--- config.mk ---
export PLATFORM = sky130hd
export DESIGN_NAME = arfs_table_ctrl
export DESIGN_NICKNAME = d
export VERILOG_FILES = /design/src/rtl/arfs_pkg.sv /design/src/rtl/arfs_match.sv /design/src/rtl/arfs_table_ctrl.sv
export SDC_FILE = /design/constraint.sdc
export NUM_CORES = 1
export LEC_CHECK = 0
export CELL_PAD_IN_SITES_DETAIL_PLACEMENT = 2
export CELL_PAD_IN_SITES_GLOBAL_PLACEMENT = 2
export CORE_MARGIN = 1
export CORE_UTILIZATION = 38
export CTS_CLUSTER_SIZE = 20
export DETAILED_ROUTE_END_ITERATION = 6
export PLACE_DENSITY_LB_ADDON = 0.08
export SETUP_SLACK_MARGIN = 0.4
export SLEW_MARGIN = 20
export SYNTH_ARGS = -nofsm -noshare
export SYNTH_HDL_FRONTEND = slang
export SYNTH_HIERARCHICAL = 1
export SYNTH_SLANG_ARGS = --single-unit
--- constraint.sdc ---
create_clock -name axis_aclk -period 6.5 [get_ports axis_aclk]
set_input_delay 0.975 -clock axis_aclk [delete_from_list [all_inputs] [get_ports axis_aclk]]
set_output_delay 0.975 -clock axis_aclk [all_outputs]
set_load 0.1 [all_outputs]
--- src/rtl/arfs_pkg.sv ---
// Shared types for the ARFS steering-table controller.
package arfs_pkg;

  localparam int VLAN_W_DEF = 12;
  localparam int QID_W_DEF  = 11;

  // Update opcodes; the reserved encoding behaves like flush.
  typedef enum logic [1:0] {
    OP_INSERT = 2'b00,
    OP_DELETE = 2'b01,
    OP_FLUSH  = 2'b10,
    OP_RSVD   = 2'b11
  } arfs_op_e;

  // Update completion status.
  typedef enum logic [1:0] {
    ST_OK_NEW      = 2'b00,
    ST_OK_REPLACED = 2'b01,
    ST_NOT_FOUND   = 2'b10,
    ST_FULL        = 2'b11
  } arfs_status_e;

  // Table access FSM.
  typedef enum logic [1:0] {
    S_IDLE     = 2'b00,
    S_LKP_RSP  = 2'b01,
    S_UPD_EXEC = 2'b10,
    S_UPD_RSP  = 2'b11
  } arfs_state_e;

  // One table entry at the default widths.
  typedef struct packed {
    logic                  valid;
    logic [VLAN_W_DEF-1:0] vlan;
    logic [QID_W_DEF-1:0]  qid;
  } arfs_entry_t;

  // Round-robin memory of which requester was served last.
  localparam logic GRANT_LKP = 1'b0;
  localparam logic GRANT_UPD = 1'b1;

endpackage

--- src/rtl/arfs_match.sv ---
// Parallel key compare over the table plus lowest-free-slot search.
module arfs_match
  import arfs_pkg::*;
#(
  parameter int NUM_ENTRIES = 16,
  parameter int VLAN_W      = 12,
  localparam int IDX_W      = $clog2(NUM_ENTRIES)
) (
  input  logic [NUM_ENTRIES-1:0] valid_i,
  input  logic [VLAN_W-1:0]      vlan_i [NUM_ENTRIES],
  input  logic [VLAN_W-1:0]      key_i,
  output logic                   hit_o,
  output logic [IDX_W-1:0]       hit_idx_o,
  output logic                   free_o,
  output logic [IDX_W-1:0]       free_idx_o
);

  // Scan from the top so the lowest free index wins; keys are unique so at most one hit.
  always_comb begin
    hit_o      = 1'b0;
    hit_idx_o  = '0;
    free_o     = 1'b0;
    free_idx_o = '0;
    for (int i = NUM_ENTRIES - 1; i >= 0; i--) begin
      if (valid_i[i] && (vlan_i[i] == key_i)) begin
        hit_o     = 1'b1;
        hit_idx_o = IDX_W'(i);
      end else begin
        hit_o     = hit_o;
        hit_idx_o = hit_idx_o;
      end
      if (!valid_i[i]) begin
        free_o     = 1'b1;
        free_idx_o = IDX_W'(i);
      end else begin
        free_o     = free_o;
        free_idx_o = free_idx_o;
      end
    end
  end

endmodule

--- src/rtl/arfs_table_ctrl.sv ---
// ARFS VLAN->QID steering table: one FSM serializes lookups and updates
// with round-robin arbitration so lookups always see committed updates.
module arfs_table_ctrl
  import arfs_pkg::*;
#(
  parameter int          NUM_ENTRIES = 16,
  parameter int          VLAN_W      = 12,
  parameter int          QID_W       = 11,
  parameter int unsigned DEFAULT_QID = 0,
  localparam int         IDX_W       = $clog2(NUM_ENTRIES),
  localparam int         CNT_W       = $clog2(NUM_ENTRIES) + 1
) (
  input  logic              axis_aclk,
  input  logic              axis_reset,
  input  logic              lkp_req_valid,
  output logic              lkp_req_ready,
  input  logic [VLAN_W-1:0] lkp_req_vlan,
  output logic              lkp_rsp_valid,
  input  logic              lkp_rsp_ready,
  output logic [QID_W-1:0]  lkp_rsp_qid,
  output logic              lkp_rsp_hit,
  input  logic              upd_req_valid,
  output logic              upd_req_ready,
  input  logic [1:0]        upd_req_op,
  input  logic [VLAN_W-1:0] upd_req_vlan,
  input  logic [QID_W-1:0]  upd_req_qid,
  output logic              upd_rsp_valid,
  input  logic              upd_rsp_ready,
  output logic [1:0]        upd_rsp_status,
  output logic [CNT_W-1:0]  tbl_count
);

  localparam logic [CNT_W-1:0] CNT_ONE = {{(CNT_W-1){1'b0}}, 1'b1};
  localparam logic [QID_W-1:0] DEF_QID = QID_W'(DEFAULT_QID);

  arfs_state_e             state_q;
  logic                    last_grant_q;
  logic [NUM_ENTRIES-1:0]  tbl_valid_q;
  logic [VLAN_W-1:0]       tbl_vlan_q [NUM_ENTRIES];
  logic [QID_W-1:0]        tbl_qid_q  [NUM_ENTRIES];
  logic [CNT_W-1:0]        tbl_count_q;
  logic                    lkp_rsp_valid_q;
  logic [QID_W-1:0]        lkp_rsp_qid_q;
  logic                    lkp_rsp_hit_q;
  logic                    upd_rsp_valid_q;
  arfs_status_e            upd_rsp_status_q;
  arfs_op_e                upd_op_q;
  logic [VLAN_W-1:0]       upd_vlan_q;
  logic [QID_W-1:0]        upd_qid_q;

  logic                    grant_lkp_s;
  logic                    grant_upd_s;
  logic                    idle_s;
  logic [VLAN_W-1:0]       key_s;
  logic                    hit_s;
  logic [IDX_W-1:0]        hit_idx_s;
  logic                    free_s;
  logic [IDX_W-1:0]        free_idx_s;

  // On a tie the requester not served last wins; a lone requester always wins.
  assign grant_lkp_s   = lkp_req_valid && (!upd_req_valid || (last_grant_q == GRANT_UPD));
  assign grant_upd_s   = upd_req_valid && !grant_lkp_s;
  assign idle_s        = (state_q == S_IDLE) && !axis_reset;
  assign lkp_req_ready = idle_s && grant_lkp_s;
  assign upd_req_ready = idle_s && grant_upd_s;

  // The single matcher sees the latched update key while executing, else the lookup key.
  assign key_s = (state_q == S_UPD_EXEC) ? upd_vlan_q : lkp_req_vlan;

  arfs_match #(
    .NUM_ENTRIES (NUM_ENTRIES),
    .VLAN_W      (VLAN_W)
  ) u_match (
    .valid_i    (tbl_valid_q),
    .vlan_i     (tbl_vlan_q),
    .key_i      (key_s),
    .hit_o      (hit_s),
    .hit_idx_o  (hit_idx_s),
    .free_o     (free_s),
    .free_idx_o (free_idx_s)
  );

  assign lkp_rsp_valid  = lkp_rsp_valid_q;
  assign lkp_rsp_qid    = lkp_rsp_qid_q;
  assign lkp_rsp_hit    = lkp_rsp_hit_q;
  assign upd_rsp_valid  = upd_rsp_valid_q;
  assign upd_rsp_status = upd_rsp_status_q;
  assign tbl_count      = tbl_count_q;

  // Access FSM: arbitration, registered responses and the table write port.
  always_ff @(posedge axis_aclk) begin
    if (axis_reset) begin
      state_q          <= S_IDLE;
      last_grant_q     <= GRANT_UPD;
      tbl_valid_q      <= '0;
      tbl_count_q      <= '0;
      lkp_rsp_valid_q  <= 1'b0;
      lkp_rsp_qid_q    <= DEF_QID;
      lkp_rsp_hit_q    <= 1'b0;
      upd_rsp_valid_q  <= 1'b0;
      upd_rsp_status_q <= ST_OK_NEW;
      upd_op_q         <= OP_INSERT;
      upd_vlan_q       <= '0;
      upd_qid_q        <= '0;
    end else begin
      case (state_q)
        S_IDLE: begin
          if (lkp_req_ready) begin
            lkp_rsp_qid_q   <= hit_s ? tbl_qid_q[hit_idx_s] : DEF_QID;
            lkp_rsp_hit_q   <= hit_s;
            lkp_rsp_valid_q <= 1'b1;
            last_grant_q    <= GRANT_LKP;
            state_q         <= S_LKP_RSP;
          end else if (upd_req_ready) begin
            upd_op_q     <= arfs_op_e'(upd_req_op);
            upd_vlan_q   <= upd_req_vlan;
            upd_qid_q    <= upd_req_qid;
            last_grant_q <= GRANT_UPD;
            state_q      <= S_UPD_EXEC;
          end else begin
            state_q <= S_IDLE;
          end
        end
        S_LKP_RSP: begin
          if (lkp_rsp_ready) begin
            lkp_rsp_valid_q <= 1'b0;
            state_q         <= S_IDLE;
          end else begin
            state_q <= S_LKP_RSP;
          end
        end
        S_UPD_EXEC: begin
          case (upd_op_q)
            OP_INSERT: begin
              if (hit_s) begin
                tbl_qid_q[hit_idx_s] <= upd_qid_q;
                upd_rsp_status_q     <= ST_OK_REPLACED;
              end else if (free_s) begin
                tbl_valid_q[free_idx_s] <= 1'b1;
                tbl_vlan_q[free_idx_s]  <= upd_vlan_q;
                tbl_qid_q[free_idx_s]   <= upd_qid_q;
                tbl_count_q             <= tbl_count_q + CNT_ONE;
                upd_rsp_status_q        <= ST_OK_NEW;
              end else begin
                upd_rsp_status_q <= ST_FULL;
              end
            end
            OP_DELETE: begin
              if (hit_s) begin
                tbl_valid_q[hit_idx_s] <= 1'b0;
                tbl_count_q            <= tbl_count_q - CNT_ONE;
                upd_rsp_status_q       <= ST_OK_NEW;
              end else begin
                upd_rsp_status_q <= ST_NOT_FOUND;
              end
            end
            default: begin
              tbl_valid_q      <= '0;
              tbl_count_q      <= '0;
              upd_rsp_status_q <= ST_OK_NEW;
            end
          endcase
          upd_rsp_valid_q <= 1'b1;
          state_q         <= S_UPD_RSP;
        end
        S_UPD_RSP: begin
          if (upd_rsp_ready) begin
            upd_rsp_valid_q <= 1'b0;
            state_q         <= S_IDLE;
          end else begin
            state_q <= S_UPD_RSP;
          end
        end
        default: begin
          lkp_rsp_valid_q <= 1'b0;
          upd_rsp_valid_q <= 1'b0;
          state_q         <= S_IDLE;
        end
      endcase
    end
  end

endmodule

# After elaboration in Yosys (flattened, before gate mapping)
# Memories as Yosys holds them, arrays and structs flattened.
# Index checks and enable logic that the tools add are counted.
# totals
reg_bits,257
inputBits,43
output_inout_bits,23
memories,1
mem_bits_rw,176
# op_classes
bitwise_logic,7
add_sub_neg,2
n_eq_ne,26
reduce_logical,41
n_mux,111
n_lt_le_gt_ge,6
# memory_table
memory,depth,width,read_ports,rd_ports_with_merged_regs,wr,line_no,rtl
tbl_qid_q,16,11,1,0,1,arfs_table_ctrl.sv:40,logic [QID_W-1:0] tbl_qid_q [NUM_ENTRIES];
# op_table
operator,n
$bwmux 192,1
$eq 12x12->1,16
$mux 4,33
$mux 1,52
$demux 12 s4,1
$mux 16,3
$pmux 16 s2,1
$logic_and 1x1->1,24
$mux 12,2
$mux 11,2
$and 16x16->16,1
$not 16->16,1
$or 16x16->16,1
$mux 5,3
$mux 2,6
$ne 2x2->1 const B,6
$reduce_or 11->1,1
$lt 4x5->1 const B,2
$pmux 5 s2,1
$demux 1 s4,2
$ge 4x1->1 const B,2
$pmux 2 s4,1
$reduce_and 2->1,3
$reduce_and 3->1,2
16 further kinds,26

# Depth between registers and ports, before layout
# depth
word_depth,28
mapped_depth,24
depth_no_buf,16

# Modules after synthesis
# The synthesis kept the hierarchy.
# by_module_without_submodules
mod,cells_each,instances,area_each_um2,seq_area_each_um2
arfs_table_ctrl,889,1,15596.2,12351.8
arfs_match,353,1,2666.3,0.0

# Least setup slack after synthesis
# OpenSTA, ideal clock, no wires.
# synth_path
kind,register -> register
startpoint,register state_q[1]
endpoint,"register tbl_vlan_q[84] (netlist name), enable pin"
setup_time_ns,0.396
required_ns,6.104
arrival_ns,4.283
path_stages_with_launch,20
n_path_buf,6
path_slack_ns,1.820
synth_period_minus_slack_ns,4.680
path_cell_list,dfxtp_1 buf_2 nor2b_1 buf_2 clkbuf_1 nand2_1 nand2_1 buf_2 buf_4 xor2_1 nor4_1 a41oi_1 nor3b_1 nand3_1 or2_1 nor2_1 nand4_1 or3b_2 clkbuf_1 nor3_1
# synth_between
elab_chain_cells,22
elab_cells_between_ends,52
cone_classes,17 x eq/ne; 17 x mux; 1 x bitwise; 17 x reduce/logical
# synth_rtl
element,line_no,rtl
"start, declared",arfs_table_ctrl.sv:36,arfs_state_e state_q;
"start signal, assigned",arfs_table_ctrl.sv:93,state_q <= S_IDLE;
"start signal, assigned",arfs_table_ctrl.sv:113,state_q <= S_LKP_RSP;
"start signal, assigned",arfs_table_ctrl.sv:119,state_q <= S_UPD_EXEC;
$eq 2x2->1 *,arfs_table_ctrl.sv:68,assign key_s = (state_q == S_UPD_EXEC) ? upd_vlan_q : lkp_req_vlan;
$mux 12 *,arfs_table_ctrl.sv:68,
via key_s[2],arfs_table_ctrl.sv:54,logic [VLAN_W-1:0] key_s;
$eq 12x12->1,arfs_match.sv:25,if (valid_i[i] && (vlan_i[i] == key_i)) begin
$logic_and 1x1->1,arfs_match.sv:25,
$mux 1 (15 in series),arfs_match.sv:25,
$mux 1 *,arfs_match.sv:25,
via hit_s,arfs_table_ctrl.sv:55,logic hit_s;
$not 1->1 (no source line) *,--,
$reduce_and 5->1 (no source line) *,--,
"end signal, assigned by index",arfs_table_ctrl.sv:140,tbl_vlan_q[free_idx_s] <= upd_vlan_q;
"end, declared",arfs_table_ctrl.sv:39,logic [VLAN_W-1:0] tbl_vlan_q [NUM_ENTRIES];
# Mark *: on every way through the listed nets, which the timed path passes. The rest lies on a longest branch.
# A chain may end at the register's enable or synchronous reset.

# Worst setup path in the final report
# layout_path
startpoint,register state_q[1]
endpoint,"register lkp_rsp_qid_q[5], in the netlist lkp_rsp_qid[5]"
# layout_between
elab_chain_cells,22
elab_cells_between_ends,72
cone_classes,17 x eq/ne; 34 x mux; 20 x reduce/logical; 1 x memory
# layout_rtl
element,line_no,rtl
$eq 2x2->1 *,arfs_table_ctrl.sv:68,
$mux 12 *,arfs_table_ctrl.sv:68,
via key_s[1],arfs_table_ctrl.sv:54,
$eq 12x12->1,arfs_match.sv:25,
$logic_and 1x1->1,arfs_match.sv:25,
$mux 4 (15 in series),arfs_match.sv:25,
$mux 4 *,arfs_match.sv:25,
via hit_idx_s[1],arfs_table_ctrl.sv:56,logic [IDX_W-1:0] hit_idx_s;
$mem_v2 16x11 *,--,
$mux 11 *,arfs_table_ctrl.sv:109,lkp_rsp_qid_q <= hit_s ? tbl_qid_q[hit_idx_s] : DEF_QID;
"end signal, assigned",arfs_table_ctrl.sv:109,
"end, declared",arfs_table_ctrl.sv:43,logic [QID_W-1:0] lkp_rsp_qid_q;
# Marks and branches as above.

==> results <==
- The initial antenna violation count is 0.
- For the worst-skew pair, the clock arrives at the later sink with an insertion delay of approximately 0.59 ns.
- Counting flops with a built-in enable in the synthesized netlist gives 368.
- The DRC violation count after routing is 0.
- The normalized max-slew margin is 26.2%.
- The share of layout cells above drive strength 1 is ~15%.
- The standard cell core area is between 40000 and 50000 um2.
- The synthesized design contains 433 register bits.
- Max-cap violations in this run came to 0.
- The first global-routing pass estimated 82900 um of wire.
- The most used flip-flop cell after synthesis is edfxtp_1.
- The hold violation count in the final report is 0.
- The final design instance area without fill is ~22000 um2.
- The worst setup path is of the reg2reg kind.
- Traced cell by cell, the critical path runs through nand2b_1, nand2_1, nand2_1, buf_4, xor2_1, nor4_1, nand4_1, nor4_2, nor2_1, a21boi_1, o31ai_1, a211oi_4, buf_4, mux4_2, mux2_2, a22oi_1, nand2_1.
- The netlist uses 55 different library cells.
- Counting both buffers and inverters, the worst setup path holds a total of 2.
- The worst flop-to-flop path startpoint is state_q[1].
- The hold path startpoint is tbl_count[4].
- The reg-to-reg critical path endpoint is lkp_rsp_qid[5].
- The largest total area in the synthesized netlist belongs to edfxtp_1.
- The total vias in the final route is between 10000 and 15000.
- The sum of routed wire length over all layers is approximately 56000 um.
- The critical path crosses 17 cells after its start point.
- From synthesis to final layout, the design area changed by 18.5%.
- The critical path starts at state_q[1].
- The detail-routed via count per cell is roughly 5.5.
- The overall die area is just under 50000 um2.
- The cell at the root of the clock tree is clkbuf_16.
- The number of top-level pins is 66.
- The synthesized design devotes to its leading area cell type roughly 61% of total area.
- The total grt overflow is 0.
- The final standard cell utilization of the core is between 40 and 50%.
- The detailed router's first-iteration violation count is around 700.
- By instance count, the leading cell after synthesis is edfxtp_1.
- The floorplan step set the die width to between 200 and 250 um.
- Post-CTS timing repair inserted 0 buffers for setup.
- The total clock sinks is 433.
- The starting density of the core is between 30% and 40%.
- The maximum net fanout on the critical path is 32.
- Port buffering added 65 buffers.
- The post-synthesis instance total is around 1200.
- The sequential cell area fraction in the yosys report is 67.6%.
- The net count of the finished layout is ~1400.
- Routability-driven placement finished with a final weighted congestion of 0.796.
- By instance count, the cell type seen most on the critical path is nand2_1.
- Clock-pin slew was measured on the worst setup and hold paths at 0.06 ns.
- Hold repair after CTS inserted 0 buffers.
- Summing every instance area after synthesis gives about 18000 um2.
- The last element of the critical path is lkp_rsp_qid[5].
- Across the VDD grid, the largest voltage drop is around 170 uV.
- The count of final max-slew check failures is 0.
- Adding up every negative setup slack in the final design gives 0 ns.
- After synthesis, the cell types taking the most area are edfxtp_1 61%, dfxtp_1 7.1%, xnor2_1 6.4%.
- At the worst endpoint, the required time is 6.95 ns.
- The via count of the first global-routing pass is around 12000.
- In this run the power density over the cells is 293 nW/um2.
- Data arrives at the worst endpoint at ~6.2 ns.
- For this design, the slowest cell found on the critical path is dfxtp_1.
- When the netlist entered floorplanning its net count stood at between 1000 and 1500.
- Setup repair after global routing left no endpoint under its margin.
- Detailed placement finished with a half-perimeter wire length of 37400 um.
- Measured in cells, the most critical reg-to-reg path has a length of 17.
- The H-tree was split into 2 levels.
- The post-detailed-route wirelength per cell is roughly 28 um.
- The worst setup path is captured at a flop.
- Dividing the synthesized area by the synthesized cell count gives roughly 15 um2.
- In this run the remaining antenna-violating nets after routing total 0.
- The register-to-register setup slack is about 0.78 ns.
- The global-route usage over all layers is 23.2%.
- The startpoint kind of the worst setup timing path is a flop.
- Clock tree synthesis inserted a total of a little under 50 buffers.
- Setup violations remaining at the end of the flow were counted as 0.
- The type of the worst min-delay path is reg2reg.
- Grouping stages by cell kind, the critical path spends the most delay in simple AND/OR/NAND/NOR gates.
- The maximum root-to-sink buffer count is 3.
- The worst hold slack after final layout is approximately 0.48 ns.
- Entering global routing, the biggest net connects 59 pins.
- The final critical-path required period is 5.72 ns.
- The proportion of synthesized flip-flops having asynchronous set or reset is 0%.
- The height of the die is 221 um.
- The commonest cells after synthesis are 368 x edfxtp_1, 133 x xnor2_1, 130 x nand2_1.
- At the pin with the least slew margin, the transition time is 1.10 ns.
- The standard cell area after detailed placement is roughly 20000 um2.
- In this run the static leakage power is 7.30 nW.
- Yosys printed 6 warnings.
- The flow ran to the end, and the final reports show no timing, DRC or antenna violations.
- The achievable frequency is about 0.17 GHz.
- The first TritonRoute pass finished after 5 iterations.
- The highest cell delay on the worst timing path is between 0.5 and 0.6 ns.
- The count of instances resized after the clock tree is built is 0.
- The final critical path takes up between 80% and 90% of the cycle.
- Clock skew on the completed layout was measured at around 0.022 ns.
- The TritonCTS clock tree is done.
- In this run the core area contains between 70 and 80 standard-cell rows.
- The number of filler cells placed in the layout is roughly 4500.
==> worst min-delay path by stage <==
stage,to,cells past startpoint
after floorplan,tbl_valid_q[10],2
after global placement,tbl_count[4],2
after detailed placement,tbl_count[4],2
after CTS,tbl_count[4],2
after global routing,tbl_count[4],2
final,tbl_count[4],2
==> registers in the layout (all words and copies together) (netlist names) <==
register / flops
tbl_valid_q: 16
upd_rsp_status: 2
last_grant_q: 1
lkp_rsp_valid: 1
upd_rsp_valid: 1
state_q: 2
upd_op_q: 2
lkp_rsp_qid: 11
upd_qid_q: 11
tbl_qid_q: 176
upd_vlan_q: 12
lkp_rsp_hit: 1
tbl_vlan_q: 192
tbl_count: 5
==> cell type report <==
type / count / area [um2] / area share (%)
clock inverters: 17 / 213 / 0.983
inverters: 19 / 71.3 / 0.329
repair buffers: 156 / 1350 / 6.25
clock buffers: 75 / 1470 / 6.77
diodes: 1 / 2.50 / 0.0116
well taps: 607 / 759 / 3.51
multi-input cells: 726 / 5430 / 25.1
flip-flops and latches: 433 / 12400 / 57.1
==> cells in the final DEF, fill, tap and decap left out, types with 14 or more instances in the layout <==
| cell type | instances |
|---|---|
| nand2_1 | 130 |
| dfxtp_1 | 65 |
| a21oi_1 | 59 |
| buf_4 | 89 |
| clkbuf_16 | 51 |
| clkdlybuf4s50_1 | 64 |
| nor2_1 | 53 |
| xor2_1 | 61 |
| edfxtp_1 | 368 |
| nand4_1 | 28 |
| nor4_1 | 20 |
| mux4_2 | 28 |
| a22oi_1 | 22 |
| clkbuf_1 | 14 |
| mux4_1 | 16 |
| xnor2_1 | 133 |
| inv_1 | 18 |
| nand3_1 | 31 |
| nor3_1 | 20 |
==> worst min-delay path, cell delays in order, from the launching register on <==
cell and delay, ns:
dfxtp_1 0.33, nand2_1 0.06, a21oi_1 0.05
==> cells by family (layout without fill, tap and decap cells) <==
family	after synthesis	in the layout	share of synthesized area (%)
AOI/OAI and AO/OA	136	136	4.72
buffers and inverters	83	267	2.79
and+or+nand+nor	337	337	8.87
adders and majority gates	2	2	0.137
muxes	57	57	6.54
other	0	1	0
xor gates and xnor gates	194	194	9.30
DFF	433	433	67.6
==> where the power goes <==
part	leakage, nW	total [W]	switching [W]	internal [W]
Sequential	4.16	0.00305	0.0000314	0.00302
Clock	0.823	0.00288	0.00113	0.00175
Combinational	2.32	0.000414	0.000265	0.000149
==> layer usage <==
| metal | up-vias | wire (um) | global-route usage (%) |
|---|---|---|---|
| li1 | 4917 | - | - |
| met1 | 5932 | 26200 | 33.4 |
| met2 | 282 | 25800 | 36.6 |
| met3 | 88 | 2580 | 3.24 |
| met4 | 0 | 1350 | 6.97 |
| met5 | - | 0 | 0 |
==> stage by stage <==
| step | worst slack (ns) | power (W) | cells |
|---|---|---|---|
| after floorplan | 1.82 | 0.00335 | 1242 |
| after global placement | 0.534 | 0.00351 | 1941 |
| after detailed placement | 0.503 | 0.00352 | 1941 |
| after CTS | 0.719 | 0.00641 | 2033 |
| after global routing | 0.425 | 0.00653 | 2033 |
| final | 0.780 | 0.00634 | 2034 |
No activity file was read; power rests on OpenSTA's default activity.
